`config.mk`:
```
export PLATFORM = sky130hd
export DESIGN_NAME = fetch_unit
export DESIGN_NICKNAME = d
export VERILOG_FILES = /design/src/rtl/fetch_unit.sv
export SDC_FILE = /design/constraint.sdc
export NUM_CORES = 1
export LEC_CHECK = 0
export CELL_PAD_IN_SITES_DETAIL_PLACEMENT = 0
export CELL_PAD_IN_SITES_GLOBAL_PLACEMENT = 1
export CORE_MARGIN = 1
export CORE_UTILIZATION = 38
export CTS_BUF_LIST = sky130_fd_sc_hd__clkbuf_8
export DETAILED_ROUTE_END_ITERATION = 8
export GPL_ROUTABILITY_DRIVEN = 0
export PLACE_DENSITY = 0.78
export SYNTH_ARGS = -nofsm -noshare
export SYNTH_HDL_FRONTEND = slang
export SYNTH_SLANG_ARGS = --single-unit
```
`constraint.sdc`:
```
create_clock -name CLK -period 2.35 [get_ports CLK]
set_input_delay 0.47 -clock CLK [delete_from_list [all_inputs] [get_ports CLK]]
set_output_delay 0.47 -clock CLK [all_outputs]
set_load 0.05 [all_outputs]
```
`src/rtl/fetch_unit.sv`:
```
// Front-end fetch stage: PC generation, single-outstanding instruction memory requests and an in-order fetch queue.
// Optional performance counters are built when FETCH_PERF_CNT_EN is defined.
module fetch_unit #(
    parameter logic [31:0] RESET_PC = 32'h0000_0000,
    parameter int unsigned Q_DEPTH  = 2
) (
    input  logic        CLK,
    input  logic        nRST,
    output logic        imem_req,
    output logic [31:0] imem_addr,
    input  logic        imem_gnt,
    input  logic        imem_rvalid,
    input  logic [31:0] imem_rdata,
    input  logic        freeze,
    input  logic        flush,
    input  logic        branch_miss,
    input  logic [31:0] redirect_pc,
    output logic        fetch_valid,
    output logic [31:0] fetch_pc,
    output logic [31:0] fetch_instr,
    output logic [31:0] perf_fetched,
    output logic [31:0] perf_frozen
);

    localparam int unsigned PW = (Q_DEPTH > 1) ? $clog2(Q_DEPTH) : 1;
    localparam int unsigned CW = PW + 1;

    logic [31:0]   pc_q, pc_d;
    logic [31:0]   req_pc_q, req_pc_d;
    logic          outstanding_q, outstanding_d;
    logic          discard_q, discard_d;
    logic [PW-1:0] wr_ptr_q, wr_ptr_d;
    logic [PW-1:0] rd_ptr_q, rd_ptr_d;
    logic [CW-1:0] count_q, count_d;
    logic [31:0]   q_pc_q    [Q_DEPTH];
    logic [31:0]   q_pc_d    [Q_DEPTH];
    logic [31:0]   q_instr_q [Q_DEPTH];
    logic [31:0]   q_instr_d [Q_DEPTH];
    logic          fetch_valid_q, fetch_valid_d;
    logic [31:0]   fetch_pc_q, fetch_pc_d;
    logic [31:0]   fetch_instr_q, fetch_instr_d;

    logic redirect_s;
    logic imem_req_s;
    logic grant_s;
    logic rvalid_ok_s;
    logic write_s;
    logic consume_s;
    logic redirect_pc_unused_s;

    // The low address bits of a redirect target are dropped to keep fetches word aligned.
    assign redirect_pc_unused_s = ^redirect_pc[1:0];

    // Next-state for PC, request tracking, queue and registered head outputs.
    always_comb begin
        redirect_s  = flush | branch_miss;
        imem_req_s  = nRST && !outstanding_q && (count_q < CW'(Q_DEPTH)) && !redirect_s;
        grant_s     = imem_req_s && imem_gnt;
        rvalid_ok_s = imem_rvalid && outstanding_q;
        write_s     = rvalid_ok_s && !discard_q && !redirect_s;
        consume_s   = fetch_valid_q && !freeze && !redirect_s;

        pc_d          = pc_q;
        req_pc_d      = req_pc_q;
        outstanding_d = outstanding_q;
        discard_d     = discard_q;
        wr_ptr_d      = wr_ptr_q;
        rd_ptr_d      = rd_ptr_q;
        count_d       = count_q;
        q_pc_d        = q_pc_q;
        q_instr_d     = q_instr_q;

        if (redirect_s) begin
            pc_d     = {redirect_pc[31:2], 2'b00};
            wr_ptr_d = PW'(0);
            rd_ptr_d = PW'(0);
            count_d  = CW'(0);
            // A response still in flight belongs to the old path and must be swallowed later.
            if (rvalid_ok_s) begin
                outstanding_d = 1'b0;
                discard_d     = 1'b0;
            end else if (outstanding_q) begin
                discard_d = 1'b1;
            end else begin
                discard_d = discard_q;
            end
        end else begin
            if (grant_s) begin
                outstanding_d = 1'b1;
                pc_d          = pc_q + 32'd4;
                req_pc_d      = pc_q;
            end else if (rvalid_ok_s) begin
                outstanding_d = 1'b0;
                discard_d     = 1'b0;
            end else begin
                outstanding_d = outstanding_q;
            end

            if (write_s) begin
                q_pc_d[wr_ptr_q]    = req_pc_q;
                q_instr_d[wr_ptr_q] = imem_rdata;
                wr_ptr_d            = wr_ptr_q + PW'(1);
            end else begin
                wr_ptr_d = wr_ptr_q;
            end

            if (consume_s) begin
                rd_ptr_d = rd_ptr_q + PW'(1);
            end else begin
                rd_ptr_d = rd_ptr_q;
            end

            count_d = count_q + CW'(write_s) - CW'(consume_s);
        end

        fetch_valid_d = (count_d != CW'(0));
        if (fetch_valid_d) begin
            fetch_pc_d    = q_pc_d[rd_ptr_d];
            fetch_instr_d = q_instr_d[rd_ptr_d];
        end else begin
            fetch_pc_d    = 32'h0000_0000;
            fetch_instr_d = 32'h0000_0000;
        end
    end

    // State registers with asynchronous active-low reset.
    always_ff @(posedge CLK or negedge nRST) begin
        if (!nRST) begin
            pc_q          <= RESET_PC;
            req_pc_q      <= RESET_PC;
            outstanding_q <= 1'b0;
            discard_q     <= 1'b0;
            wr_ptr_q      <= PW'(0);
            rd_ptr_q      <= PW'(0);
            count_q       <= CW'(0);
            fetch_valid_q <= 1'b0;
            fetch_pc_q    <= 32'h0000_0000;
            fetch_instr_q <= 32'h0000_0000;
            for (int i = 0; i < int'(Q_DEPTH); i++) begin
                q_pc_q[i]    <= 32'h0000_0000;
                q_instr_q[i] <= 32'h0000_0000;
            end
        end else begin
            pc_q          <= pc_d;
            req_pc_q      <= req_pc_d;
            outstanding_q <= outstanding_d;
            discard_q     <= discard_d;
            wr_ptr_q      <= wr_ptr_d;
            rd_ptr_q      <= rd_ptr_d;
            count_q       <= count_d;
            fetch_valid_q <= fetch_valid_d;
            fetch_pc_q    <= fetch_pc_d;
            fetch_instr_q <= fetch_instr_d;
            q_pc_q        <= q_pc_d;
            q_instr_q     <= q_instr_d;
        end
    end

    assign imem_req    = imem_req_s;
    assign imem_addr   = pc_q;
    assign fetch_valid = fetch_valid_q;
    assign fetch_pc    = fetch_pc_q;
    assign fetch_instr = fetch_instr_q;

`ifdef FETCH_PERF_CNT_EN
    logic [31:0] perf_fetched_q, perf_fetched_d;
    logic [31:0] perf_frozen_q, perf_frozen_d;

    // Counter increments; a redirect-suppressed head is not a consume.
    always_comb begin
        perf_fetched_d = perf_fetched_q;
        perf_frozen_d  = perf_frozen_q;
        if (consume_s) begin
            perf_fetched_d = perf_fetched_q + 32'd1;
        end else begin
            perf_fetched_d = perf_fetched_q;
        end
        if (fetch_valid_q && freeze) begin
            perf_frozen_d = perf_frozen_q + 32'd1;
        end else begin
            perf_frozen_d = perf_frozen_q;
        end
    end

    // Counter registers, cleared only by reset.
    always_ff @(posedge CLK or negedge nRST) begin
        if (!nRST) begin
            perf_fetched_q <= 32'h0000_0000;
            perf_frozen_q  <= 32'h0000_0000;
        end else begin
            perf_fetched_q <= perf_fetched_d;
            perf_frozen_q  <= perf_frozen_d;
        end
    end

    assign perf_fetched = perf_fetched_q;
    assign perf_frozen  = perf_frozen_q;
`else
    assign perf_fetched = 32'h0000_0000;
    assign perf_frozen  = 32'h0000_0000;
`endif

endmodule

```
==> results.tsv <==
stage	metric	value	unit
timing	total negative setup slack	0	ps
synth	Syn Area/Cell	12.2	sq um
critical_path	crit-path cells	clkdlybuf4s50_1	
synth	share of the synthesized area in the top cell type	0.590	
power_and_ir_drop	Leakage	6.77	nW
critical_path	CP peak stage delay	850	ps
drt	Wirelength per Cell	16.3	microns
timing	Hold Slack	-6.96	ps
floorplan	starting density of the core	0.391	
critical_path	capturing element type of the critical path	output pin	
timing	Tmin final	2300	ps
global_routing	first-pass GRT wire length	39.4	mm
drt	first-pass iteration count of the detailed router	4	
cts	maximum root-to-sink buffer count	3	
drt	WL final	25.0	mm
floorplan	Die Wd	172	microns
drt	vias	7267	
timing	clk_skew	12.3	ps
run_status	failing checks	negative hold slack	
global_routing	total congestion overflow	0	
synth	Syn Inst Count	904	
critical_path	Worst path top cell family by delay	buffers and inverters	
synth	area leader, netlist	dfrtp_1	
placement	detailed placement HPWL	16.6	mm
critical_path	Buffers & Inverters on Critical Path	1	
synth	Async S/R FF share, synth	1.00	
placement	Place WS	-408	ps
placement	number of port buffers	164	
synth	number of synthesized register bits	259	
timing	final setup vio count	0	
cts	CTS tree	done	
layout	area delta synth->final	29.2	%
drt	vias per cell	4.73	
global_routing	initial antenna violation count	0	
cts	clock sink count	259	
drt	Detail Route Antenna Nets	0	
synth	synth unique cells	53	
synth	ranking of synthesized cells by area	dfrtp_1, mux2_2, mux2i_1	
critical_path	Arrival @ worst endpoint	1830	ps
drt	Iter 0 DRT Violations	352	
run_status	outcome	finished, violations left	
floorplan	die height	172	microns
critical_path	worst r2r dst	fetch_instr[12]	
layout	share of cells above drive strength 1	0.213	
cts	clock latency on the worst-skew pair	540	ps
drt	Remaining DRCs	0	
synth	Main synth FF type	dfrtp_1	
critical_path	worst r2r src	fetch_valid	
synth	sequential cell area fraction in the yosys report	0.590	
timing	pins over their slew limit	0	
timing	Slew @ Worst Pin	664	ps
layout	n_diodes	0	
flow_run	Max-Cap Viols	0	
global_routing	total track usage	0.171	
critical_path	startpoint types	flop	
floorplan	number of core rows	61	
layout	nets	1199	
power_and_ir_drop	pwr dens	731	nW/um^2
critical_path	FF-to-FF path depth	12	
synth	Warnings, synthesis	0	
timing	Slew headroom	0.557	
cts	clock-pin slew on the worst setup and hold paths	60	ps
critical_path	CP max-delay cell	clkdlybuf4s50_1	
synth	Post-synth EDFFs	0	
critical_path	Critical Path RT	1880	ps
timing	Hold Violations, Final	8	
critical_path	flop-to-flop setup slack	90	ps
power_and_ir_drop	worst IR drop on VDD	0.000385	V
critical_path	CP Class	flop to output pin	
global_routing	vias in the first global route	7468	
floorplan	Core ar.	28100	sq um
critical_path	Max Fanout on Critical Path	6	
timing	fmax	435	MHz
synth	synthesized cell area	11000	sq um
cts	number of H-tree levels	2	
timing	crit share post-route	0.978	
cts	Num CTS Buffers	44	
floorplan	Die ar.	29600	sq um
global_routing	largest net degree at the start of global routing	116	
timing	Worst Slack Setup Final	51.5	ps
cts	CTS root buf	clkbuf_8	
cts	quantity of hold-fixing buffers added after cts	0	
min_path	hold crit path type	input pin to asynchronous set/reset pin	
floorplan	I/O pin count	233	
synthesized netlist by cell type, types with 2 or more instances:
library cell,instances
nor2_1,77
and2_1,8
clkbuf_1,16
a31oi_1,5
buf_2,22
mux2_2,108
and3_1,6
o311ai_0,2
a21oi_1,8
ha_1,3
mux2i_1,63
nand3_2,3
nand4_1,15
dfrtp_1,259
xor2_1,7
xnor2_1,7
mux2_1,16
buf_4,71
or3_1,5
nand3_1,13
o21ai_0,22
o211ai_1,11
buf_1,2
nand2_1,121
inv_1,6
worst max path at each step:
| stage | slack (ps) | cells after the start | startpoint | endpoint |
|---|---|---|---|---|
| after floorplan | -190 | 4 | branch_miss | imem_req |
| after global placement | -380 | 12 | freeze | fetch_pc[4] |
| after detailed placement | -410 | 12 | freeze | fetch_instr[12] |
| after CTS | -40 | 4 | branch_miss | imem_req |
| after global routing | -10 | 12 | fetch_valid | fetch_pc[22] |
| final | 50 | 1 | imem_addr[20] | imem_addr[20] |
registers in the layout (all words and copies together) (netlist names), 2 cells and up:
| name | count |
|---|---|
| fetch_instr | 32 |
| imem_addr | 30 |
| fetch_pc | 32 |
| q_instr_q | 64 |
| count_q | 2 |
| q_pc_q | 64 |
| req_pc_q | 30 |
routing by layer:
layer,GRT usage,share of wire
met3,0.0348,0.059
met1,0.236,0.46
met4,0.0577,0.021
met5,0,0
met2,0.267,0.46
cell families after synthesis:
group / count (synthesis) / synth area share
simple gates: 267 / 0.112
xor+xnor: 14 / 0.0112
fa+ha+maj: 3 / 0.00342
other cells: 1 / 0.000341
mux: 187 / 0.184
buf+inv: 117 / 0.0667
compound gates: 56 / 0.0317
flops: 259 / 0.590
cell type report:
type                    instances  area [sq um]
well taps                     378           473
fillers                      2608         13900
inverters                       6          22.5
clock buffers                  52           716
clock inverters                26           163
multi-input cells             593          4080
repair buffers                221          2260
flip-flops and latches        259          6480
stage by stage:
step | power (mW) | std cells | cell area, sq um | utilization
2_1_floorplan | 6.05 | 969 | 11300 | -
3_3_place_gp | 6.47 | 1455 | 13300 | 0.472
6_report | 10.4 | 1535 | 14200 | 0.506
5_1_grt | 10.9 | 1535 | 14200 | 0.506
3_5_place_dp | 6.50 | 1455 | 13300 | 0.472
4_1_cts | 10.5 | 1533 | 14100 | 0.503
power breakdown:
part | switching (mW) | internal [mW]
Sequential | 0.221 | 4.82
Clock | 1.76 | 2.23
Combinational | 0.849 | 0.501
Total | 2.83 | 7.54
cell usage in the layout (no fill, tap or decap), types with 15 or more instances in the layout:
cell type	n
buf_12	15
buf_4	42
clkbuf_8	52
clkdlybuf4s50_1	138
conb_1	66
dfrtp_1	259
dlygate4sd2_1	20
inv_1	25
mux2_1	16
mux2_2	108
mux2i_1	63
nand2_1	121
nand4_1	15
nor2_1	75
o21ai_0	21
what timing repair did:
item | 4_1_cts | 5_1_grt
cloned | 0 | 1
setup endpoints to repair | 21 | 52
buffers inserted | 0 | 1
resized for setup | 21 | 7
pin swaps | 0 | 1
Note: power is estimated with default switching activity, not from simulation.
